[config.mk]
export PLATFORM = sky130hd
export DESIGN_NAME = logic_op_sequencer
export DESIGN_NICKNAME = d
export VERILOG_FILES = /design/src/rtl/logic_op_sequencer_pkg.sv /design/src/rtl/logic_regfile.sv /design/src/rtl/logic_op_sequencer.sv
export SDC_FILE = /design/constraint.sdc
export NUM_CORES = 1
export LEC_CHECK = 0
export BUFFER_PORTS_ARGS = -buffer_cell sky130_fd_sc_hd__buf_2
export CORE_ASPECT_RATIO = 0.75
export CORE_MARGIN = 3
export CORE_UTILIZATION = 25
export DETAILED_ROUTE_END_ITERATION = 10
export PLACE_DENSITY_LB_ADDON = 0.1
export SLEW_MARGIN = 10
export SYNTH_ARGS = -nofsm -noshare
export SYNTH_HDL_FRONTEND = slang
export SYNTH_SLANG_ARGS = --single-unit
export TNS_END_PERCENT = 5
[constraint.sdc]
create_clock -name clk -period 4.1 [get_ports clk]
set_input_delay 0.205 -clock clk [delete_from_list [all_inputs] [get_ports clk]]
set_output_delay 0.205 -clock clk [all_outputs]
set_load 0.1 [all_outputs]
[src/rtl/logic_op_sequencer_pkg.sv]
// Shared constants and types for the logic-operation sequencer and its register file.
// No logic; state encoding, opcode values and default widths only.
// Backpressure: not applicable.
package logic_op_sequencer_pkg;

    localparam int N_DEFAULT  = 16;
    localparam int AW_DEFAULT = 2;
    localparam int CNT_W      = 16;

    localparam logic [2:0] OP_AND = 3'b000;
    localparam logic [2:0] OP_OR  = 3'b001;
    localparam logic [2:0] OP_XOR = 3'b010;
    localparam logic [2:0] OP_NOT = 3'b100;

    typedef enum logic [1:0] {
        ST_IDLE  = 2'd0,
        ST_ISSUE = 2'd1,
        ST_WRITE = 2'd2
    } state_t;

endpackage

[src/rtl/logic_regfile.sv]
// Small register file: two combinational read ports, host and writeback write ports.
// Reads are zero-latency; writes land at the clock edge.
// Backpressure: none; writeback overrides a host write to the same index.
module logic_regfile
    import logic_op_sequencer_pkg::*;
#(
    parameter int N  = N_DEFAULT,
    parameter int AW = AW_DEFAULT
) (
    input  logic          clk,
    input  logic          rst,
    input  logic [AW-1:0] rd_a_addr,
    output logic [N-1:0]  rd_a_dat,
    input  logic [AW-1:0] rd_b_addr,
    output logic [N-1:0]  rd_b_dat,
    input  logic          wb_vld,
    input  logic [AW-1:0] wb_addr,
    input  logic [N-1:0]  wb_dat,
    input  logic          host_vld,
    input  logic [AW-1:0] host_addr,
    input  logic [N-1:0]  host_dat
);

    localparam int DEPTH = 2 ** AW;

    logic [N-1:0] rf_q [DEPTH];
    logic [N-1:0] rf_d [DEPTH];

    // Writeback is applied after the host write so it wins a collision.
    always_comb begin
        for (int i = 0; i < DEPTH; i++) begin
            rf_d[i] = rf_q[i];
            if (host_vld && (host_addr == AW'(i))) begin
                rf_d[i] = host_dat;
            end
            if (wb_vld && (wb_addr == AW'(i))) begin
                rf_d[i] = wb_dat;
            end
        end
    end

    always_ff @(posedge clk) begin
        if (rst) begin
            for (int i = 0; i < DEPTH; i++) begin
                rf_q[i] <= '0;
            end
        end else begin
            for (int i = 0; i < DEPTH; i++) begin
                rf_q[i] <= rf_d[i];
            end
        end
    end

    assign rd_a_dat = rf_q[rd_a_addr];
    assign rd_b_dat = rf_q[rd_b_addr];

endmodule

[src/rtl/logic_op_sequencer.sv]
// Issue/writeback sequencer around an external combinational logic unit.
// Latency: result pulse two cycles after acceptance; one command per three cycles.
// Backpressure: cmd_ready is high only in IDLE and never while rst is high.
module logic_op_sequencer
    import logic_op_sequencer_pkg::*;
#(
    parameter int N  = N_DEFAULT,
    parameter int AW = AW_DEFAULT
) (
    input  logic             clk,
    input  logic             rst,
    input  logic             cmd_valid,
    output logic             cmd_ready,
    input  logic [2:0]       cmd_opcode,
    input  logic [AW-1:0]    cmd_src_a,
    input  logic [AW-1:0]    cmd_src_b,
    input  logic [AW-1:0]    cmd_dst,
    input  logic             wr_en,
    input  logic [AW-1:0]    wr_addr,
    input  logic [N-1:0]     wr_data,
    output logic [N-1:0]     lu_a,
    output logic [N-1:0]     lu_b,
    output logic [2:0]       lu_opcode,
    input  logic [N-1:0]     lu_out,
    output logic             res_valid,
    output logic [N-1:0]     res_data,
    output logic [AW-1:0]    res_dst,
    output logic             res_zero,
    output logic [CNT_W-1:0] op_count
);

    state_t             state_q, state_d;
    logic [N-1:0]       lu_a_q, lu_a_d;
    logic [N-1:0]       lu_b_q, lu_b_d;
    logic [2:0]         lu_op_q, lu_op_d;
    logic [AW-1:0]      dst_q, dst_d;
    logic [N-1:0]       res_data_q, res_data_d;
    logic [AW-1:0]      res_dst_q, res_dst_d;
    logic               res_zero_q, res_zero_d;
    logic [CNT_W-1:0]   op_count_q, op_count_d;

    logic [N-1:0]       rd_a_dat;
    logic [N-1:0]       rd_b_dat;
    logic               cmd_fire;
    logic               wb_vld;
    logic               host_vld;

    assign cmd_ready = (state_q == ST_IDLE) && !rst;
    assign cmd_fire  = cmd_valid && cmd_ready;
    assign wb_vld    = (state_q == ST_WRITE) && !rst;
    assign host_vld  = wr_en && !rst;

    always_comb begin
        state_d = state_q;
        case (state_q)
            ST_IDLE:  if (cmd_fire) state_d = ST_ISSUE;
            ST_ISSUE: state_d = ST_WRITE;
            ST_WRITE: state_d = ST_IDLE;
            default:  state_d = ST_IDLE;
        endcase
    end

    always_comb begin
        lu_a_d     = lu_a_q;
        lu_b_d     = lu_b_q;
        lu_op_d    = lu_op_q;
        dst_d      = dst_q;
        res_data_d = res_data_q;
        res_dst_d  = res_dst_q;
        res_zero_d = res_zero_q;
        op_count_d = op_count_q;

        // Operands come from the pre-write register state of the acceptance cycle.
        if (cmd_fire) begin
            lu_a_d  = rd_a_dat;
            lu_b_d  = rd_b_dat;
            lu_op_d = cmd_opcode;
            dst_d   = cmd_dst;
        end

        if (state_q == ST_ISSUE) begin
            res_data_d = lu_out;
            res_dst_d  = dst_q;
            res_zero_d = (lu_out == '0);
        end

        if (state_q == ST_WRITE) begin
            op_count_d = op_count_q + 1'b1;
        end
    end

    always_ff @(posedge clk) begin
        if (rst) begin
            state_q    <= ST_IDLE;
            lu_a_q     <= '0;
            lu_b_q     <= '0;
            lu_op_q    <= '0;
            dst_q      <= '0;
            res_data_q <= '0;
            res_dst_q  <= '0;
            res_zero_q <= 1'b0;
            op_count_q <= '0;
        end else begin
            state_q    <= state_d;
            lu_a_q     <= lu_a_d;
            lu_b_q     <= lu_b_d;
            lu_op_q    <= lu_op_d;
            dst_q      <= dst_d;
            res_data_q <= res_data_d;
            res_dst_q  <= res_dst_d;
            res_zero_q <= res_zero_d;
            op_count_q <= op_count_d;
        end
    end

    logic_regfile #(
        .N  (N),
        .AW (AW)
    ) u_regfile (
        .clk       (clk),
        .rst       (rst),
        .rd_a_addr (cmd_src_a),
        .rd_a_dat  (rd_a_dat),
        .rd_b_addr (cmd_src_b),
        .rd_b_dat  (rd_b_dat),
        .wb_vld    (wb_vld),
        .wb_addr   (dst_q),
        .wb_dat    (res_data_q),
        .host_vld  (host_vld),
        .host_addr (wr_addr),
        .host_dat  (wr_data)
    );

    assign lu_a      = lu_a_q;
    assign lu_b      = lu_b_q;
    assign lu_opcode = lu_op_q;
    assign res_valid = wb_vld;
    assign res_data  = res_data_q;
    assign res_dst   = res_dst_q;
    assign res_zero  = res_zero_q;
    assign op_count  = op_count_q;

endmodule
==> results of run 1 <==
[cells in the mapped netlist, types with 2 or more instances]
cell type | number | share of area
mux4_2 | 32 | 0.11
nor2_1 | 13 | 0.0076
nand2_1 | 249 | 0.15
inv_1 | 3 | 0.0017
edfxtp_1 | 64 | 0.30
o21ai_1 | 3 | 0.0023
or3_1 | 7 | 0.0068
nor4bb_1 | 2 | 0.0031
nand3_1 | 21 | 0.016
nor4_1 | 4 | 0.0039
or4_1 | 3 | 0.0035
nor3_1 | 4 | 0.0031
buf_1 | 6 | 0.0035
xor2_1 | 6 | 0.0082
a21oi_1 | 59 | 0.046
dfxtp_1 | 74 | 0.23
nor4b_2 | 2 | 0.0047
clkbuf_1 | 30 | 0.017
o21ai_0 | 50 | 0.039
nor2b_1 | 3 | 0.0029
nand4_1 | 5 | 0.0049
and4b_1 | 2 | 0.0031
buf_2 | 12 | 0.0093
xnor2_1 | 4 | 0.0054
[path summary, 6_finish.rpt]
| check | end | cells after the start | slack (ps) | from |
|---|---|---|---|---|
| worst max-delay path | u_regfile.rf_q[3][15] | 3 | 1460 | state_q[1] |
| worst min-delay path | lu_opcode[2] | 3 | 20 | cmd_opcode[2] |
| worst max register to register | u_regfile.rf_q[3][15] | 3 | 1460 | state_q[1] |
| worst min register to register | lu_b[3] | 2 | 450 | lu_b[3] |
[state kept, by name (all words and copies together) (netlist names)]
register,cells
u_regfile.rf_q,64
lu_a,16
lu_b,16
op_count,16
res_data,16
lu_opcode,3
dst_q,2
res_dst,2
state_q,2
res_zero,1
[critical path, delay by kind of cell (launching register included)]
family | cells | cell delay [ps]
flops | 1 | 510
simple gates | 3 | 1750
[cell families after synthesis]
group | synth area share
and+or+nand+nor | 0.222
muxes | 0.112
AOI/OAI and AO/OA | 0.0882
DFF | 0.528
buffers and inverters | 0.0338
xor gates and xnor gates | 0.0136
adders and majority gates | 0.00194
[stage by stage]
step | setup WS, ps | instances | hold WS (ps) | area, um2
after global placement | 1310 | 1088 | 438 | 7350
after detailed placement | 1150 | 1088 | 443 | 7350
after global routing | 1260 | 1120 | 25.3 | 7940
after CTS | 1450 | 1120 | 7.18 | 7940
after floorplan | 644 | 672 | 341 | 6440
final | 1460 | 1120 | 22.2 | 7940
[power by group]
group	internal, uW	leakage [uW]	switching (uW)
Sequential	1500	0.00126	51.9
Combinational	111	0.00147	321
Clock	917	0.000277	627
Total	2530	0.00301	1000
[placed cells by master (no fill, tap or decap), types with 4 or more instances in the layout]
master     instances
nand2_1          249
clkbuf_16         17
mux4_2            32
buf_4              9
nor2_1            13
dfxtp_1           74
nand3_1           21
nor4_1             4
a21oi_1           59
edfxtp_1          64
o21ai_0           50
xnor2_1            4
nand4_1            5
or3_1              7
xor2_1             6
buf_2            118
[metal layers]
| layer | track usage | vias up | share of wire |
|---|---|---|---|
| met5 | 0 | - | 0.00096 |
| met4 | 0.0400 | 2 | 0.010 |
| met3 | 0.0333 | 17 | 0.063 |
| met2 | 0.197 | 188 | 0.40 |
| met1 | 0.244 | 2480 | 0.53 |
| li1 | - | 2544 | - |
[cell type report]
cell class / instances / area, um2
fillers: 2634 / 17200
flip-flops and latches: 138 / 3400
multi-input cells: 482 / 2860
repair buffers: 127 / 658
clock buffers: 19 / 443
well taps: 338 / 423
clock inverters: 13 / 141
inverters: 3 / 11.3
==> out/results.ini, run 1 <==
[floorplanning]
ios=119
core_mm2=0.0251
initial_core_util=0.256
die_h_um=145
dieArea_mm2=0.0278
die_x_um=191
rows=50

[drt]
drt_iter0_drc=509
drtAntennaViolNets=0
first_pass_iters=5
wl_mm=20.7
vias_per_cell=4.67
drc_errors=0
vias=5231
routedWlPerCell_um=18.5

[worst_hold_path]
min_path_type=input pin to register

[power_and_ir_drop]
irDropWorstVdd_mv=0.296
powerDensity_mw_per_mm2=445
power.leakage_uw=0.00301
total_power_uw=3530

[sta]
max_clock_freq_mhz=379
rsz0062_at_grt=no
finClkSkew_ps=11.5
period_share=0.644
tns_ps=0
finalSetupViolations=0
fin_crit_ps=2640
maxSlewHeadroom=0.307
worst_pin_slew_ps=1030
finalHoldViolCount=0
slew_violations=0

[yosys]
synthFlopType=dfxtp_1
async_reset_ff_frac=0
synth_edf_count=64
ys_types=38
synth_cells=672
synth-seq-cells=138
yosysSeqAreaShare=0.528
synth.yosys.warnings=0
synth_area_mm2=0.00644
synth_fp_nets=720
avgSynthCellArea_um2=9.59

[placed_design]
portBuffers=118
place.gp.congestion=0.801
dp_hpwl_mm=14.9

[grt]
grt_max_degree=49
first_global_vias=4978
grt_pass1_wl_mm=31.4
grt_overflow=0
antenna_found_initial=1
track_usage=0.151

[clock_network]
worst_skew_pair.late_latency_ps=430
cts_buffer_depth=2
numCtsBuffers=17
cts_tree=built
clk_pin_slew_ps=60
clkSinkCount=138
cts_setup_buffers=0
holdBufCountCts=0
clockRootBuffer=clkbuf_16
cts_resized=0
htreeDepth=4

[final_layout]
post-route-util=0.316
nets=817
diodes=0
syn_to_final_growth_pct=23.2
drive_gt1_frac=0.253

[status]
outcome=complete, no violations

[job]
maxCapViolations=0

[worst_setup_path]
max_stage_delay_ps=860
cp_slowest_cell=nor3b_2
cp_data_arrival_time_ps=2690
cp-end-kind=register
path_cells=nand3b_1 -> nor3b_2 -> or3_1
required_ps=4150
path_max_fanout=17
cp-start-kind=register
critPathKind=register to register

No activity file was read; power rests on OpenSTA's default activity.
==> inputs of run 2 (changes only) <==
- clock period: 4.1 -> 2.2 ns (I/O delays scaled with it)
==> out/results.ini, run 2 (synthesis gave the netlist of run 1 again) <==
[final_layout]
fillers=2653
regMostFlops=u_regfile.rf_q
largest_register_ffs=64
stdcell_count=1160
nets=857
postLayoutCellArea_mm2=0.00831
syn_to_final_growth_pct=29.1
final_common_cell=nand2_1
drive_gt1_frac=0.271
layout_common_cells=249 x nand2_1, 117 x buf_2, 72 x dfxtp_1
post-route-util=0.331
diodes=0

[grt]
antenna_found_initial=2
track_usage=0.153
grt_pass1_wl_mm=32.0
grt_max_degree=39
grt_overflow=0
first_global_vias=5140

[job]
maxCapViolations=0

[drt]
wl_mm=20.9
drtAntennaViolNets=0
routedWlPerCell_um=18.1
vias_per_cell=4.61
drc_errors=0
drt_iter0_drc=360
vias=5352
first_pass_iters=4

[clock_network]
cts_buffer_depth=2
clockRootBuffer=clkbuf_16
clk_pin_slew_ps=60
numCtsBuffers=17
cts_tree=built
clkSinkCount=138
worst_skew_pair.late_latency_ps=420
htreeDepth=4

[worst_hold_path]
hold_path_startpoint=wr_data[2]
min_path_type=input pin to register

[floorplanning]
dieArea_mm2=0.0278
initial_core_util=0.256
die_h_um=145
rows=50
core_mm2=0.0251
ios=119
die_x_um=191

[power_and_ir_drop]
power.leakage_uw=0.00321
powerDensity_mw_per_mm2=792
irDropWorstVdd_mv=0.542

[sta]
fin_crit_ps=1960
maxSlewHeadroom=0.612
finalSetupViolations=0
period_share=0.892
finalHoldViolCount=0
worst_pin_slew_ps=582
rsz0062_at_grt=no
slew_violations=0
max_clock_freq_mhz=509
finClkSkew_ps=13.4
layout_setup_ws_ps=237

[worst_setup_path]
critPathKind=register to output port
cp-end-kind=output port
cp_data_arrival_time_ps=1850
required_ps=2090
cp-start-kind=register
cp-startpoint=state_q[1]
path_max_fanout=8
r2r_start=op_count[0]

[placed_design]
numPlacedInstances=1108
place.gp.congestion=0.837
portBuffers=118
placed_area_mm2=0.00753
dp_slack_ps=337
dp_hpwl_mm=15.3

[status]
outcome=complete, no violations

run 2: area by class of cell:
cell class | count | area (um2) | share of cell area
Sequential cell | 138 | 3410 | 0.410
Multi-Input combinational cell | 482 | 2870 | 0.345
Timing Repair Buffer | 167 | 1020 | 0.123
Clock buffer | 22 | 495 | 0.0596
Tap cell | 338 | 423 | 0.0509
Clock inverter | 10 | 87.6 | 0.0105
Inverter | 3 | 11.3 | 0.00135
run 2: timing repair:
item / in CTS / in global routing
gates resized for setup: 0 / 1
hold buffers: 20 / 0
hold endpoints to repair: 20 / 0
setup buffers: 0 / 0
endpoints found under the setup margin: 0 / 1
run 2: routing by layer:
metal	wire [um]	part of all wire	GRT usage
met3	1130	0.054	0.0379
met5	14	0.00067	0
met1	10700	0.51	0.229
met4	149	0.0071	0.0348
met2	8910	0.43	0.220
run 2: report_power, final:
group          switching [uW]  total (uW)  internal [uW]
Clock                    1100        2810           1710
Sequential               95.7        2900           2800
Combinational             620         874            254
Total                    1820        6590           4770
run 2: metrics by stage:
stage                     setup TNS (ps)  power (uW)  hold WS (ps)
after floorplan                     -535        3520           246
after global placement                 0        3800           352
after detailed placement               0        3810           357
after CTS                              0        6670          25.4
after global routing                   0        6830          48.3
final                                  0        6590          33.9
run 2: worst paths after layout:
check	endpoint	slack, ps	cells after the start
worst max-delay path	res_valid	240	3
worst min-delay path	u_regfile.rf_q[3][2]	30	3
worst max register to register	op_count[14]	300	5
worst min register to register	lu_b[2]	450	2
run 2: critical path: stages (launching register included):
cell      delay, ps
dfxtp_1         530
or2b_1          360
nor2_1          180
clkbuf_4        360
==> inputs of run 3 (changes only) <==
- BUFFER_PORTS_ARGS: -buffer_cell sky130_fd_sc_hd__buf_2 -> -buffer_cell sky130_fd_sc_hd__buf_4
- REMOVE_ABC_BUFFERS: default -> 1
==> out/results.ini, run 3 (synthesis gave the netlist of run 1 again) <==
[status]
outcome=complete, no violations

[drt]
vias_per_cell=4.64
drtAntennaViolNets=0
drt_iter0_drc=366
wl_mm=21.0
vias=5402
first_pass_iters=4
routedWlPerCell_um=18.0
drc_errors=0

[worst_hold_path]
min_path_type=input pin to register
hold_path_startpoint=wr_data[9]
holdPathEnd=u_regfile.rf_q[3][9]
min_path_cells=3

[floorplanning]
die_h_um=145
dieArea_mm2=0.0278
initial_core_util=0.256
rows=50
ios=119
die_x_um=191
core_mm2=0.0251

[sta]
finalSetupViolations=0
tns_ps=0
rsz0062_at_grt=no
period_share=0.851
max_clock_freq_mhz=534
layout_setup_ws_ps=327
slew_violations=0
finalHoldViolCount=0
maxSlewHeadroom=0.676
worst_pin_slew_ps=485
finClkSkew_ps=7.85
fin_crit_ps=1870

[final_layout]
syn_to_final_growth_pct=33.9
regMostFlops=u_regfile.rf_q
final_common_cell=nand2_1
drive_gt1_frac=0.260
nets=861
diodes=0
largest_register_ffs=64
postLayoutCellArea_mm2=0.00863
layout_common_cells=249 x nand2_1, 144 x buf_4, 74 x dfxtp_1
post-route-util=0.343

[worst_setup_path]
reg2reg_depth=4
r2r_end=u_regfile.rf_q[3][3]
path_max_fanout=16
required_ps=2380
cp-start-kind=register
cp_data_arrival_time_ps=2050
cp-end-kind=register
critPathKind=register to register
r2r_slack_ps=330
r2r_start=dst_q[1]

[power_and_ir_drop]
irDropWorstVdd_mv=0.535
powerDensity_mw_per_mm2=760
power.leakage_uw=0.00327

[placed_design]
portBuffers=118
place.gp.congestion=0.753
dp_slack_ps=317
dp_hpwl_mm=14.4
placed_area_mm2=0.00781

[grt]
track_usage=0.155
grt_pass1_wl_mm=32.4
grt_max_degree=44
met1_usage=0.215
grtUsageMet2=0.243
met3_usage=0.0348
top_usage_layer=met2
grt_overflow=0
first_global_vias=5414
antenna_found_initial=0

[clock_network]
cts_tree=built
worst_skew_pair.late_latency_ps=420
htreeDepth=4
cts_buffer_depth=2
numCtsBuffers=17
clkSinkCount=138
cts_resized=0
clockRootBuffer=clkbuf_16
clk_pin_slew_ps=60

[job]
maxCapViolations=0

run 3: changes by cell type in the layout (fill, tap and decap cells not counted), moves of 2 or more:
| cell | change |
|---|---|
| buf_4 | +116 |
| clkinv_4 | -2 |
| dfxtp_1 | +2 |
| dfxtp_2 | -2 |
| buf_2 | -117 |
| nor4bb_2 | -2 |
| clkbuf_1 | +3 |
| nor4bb_4 | +2 |
| dlygate4sd3_1 | +6 |
run 3: timing repair:
| action | in CTS | in global routing |
|---|---|---|
| setup buffers | 0 | 0 |
| hold endpoints to repair | 26 | 0 |
| endpoints found under the setup margin | 0 | 0 |
| hold buffers | 26 | 0 |
run 3: critical path, cell delays in order, from the launching register on:
cell	delay, ps
dfxtp_1	480
nand3b_1	190
or3b_2	710
nand3_1	170
nand2_1	70
run 3: where the power goes:
part | internal, uW | total [uW] | switching [uW]
registers | 2800 | 2880 | 83.4
clock network | 1630 | 2740 | 1110
logic | 309 | 932 | 623
run 3: metal layers:
metal  vias to the layer above  wire length [um]
li1                       2640                 -
met1                      2594              9980
met2                       139              9560
met3                        29              1120
met4                         0               299
met5                         -                 0
run 3: layout make-up:
cell class | instances | area, um2
repair buffers | 171 | 1360
multi-input cells | 482 | 2870
fillers | 2622 | 16500
well taps | 338 | 423
clock inverters | 7 | 38.8
inverters | 3 | 11.3
flip-flops and latches | 138 | 3400
clock buffers | 25 | 518
run 3: worst max-delay path by stage:
stage	start	end	slack, ps
after floorplan	state_q[0]	lu_b[0]	-2740
after global placement	dst_q[1]	u_regfile.rf_q[3][8]	390
after detailed placement	dst_q[1]	u_regfile.rf_q[3][5]	320
after CTS	dst_q[1]	u_regfile.rf_q[3][5]	330
after global routing	state_q[1]	u_regfile.rf_q[3][11]	220
final	dst_q[1]	u_regfile.rf_q[3][3]	330
run 3: through the flow:
stage | total power [uW] | hold slack, ps | instances
floorplan | 3470 | 179 | 623
global placement | 3840 | 359 | 1106
detailed placement | 3850 | 372 | 1106
CTS | 6650 | 1.65 | 1164
global route | 6810 | 19.0 | 1164
finish | 6560 | 24.1 | 1164
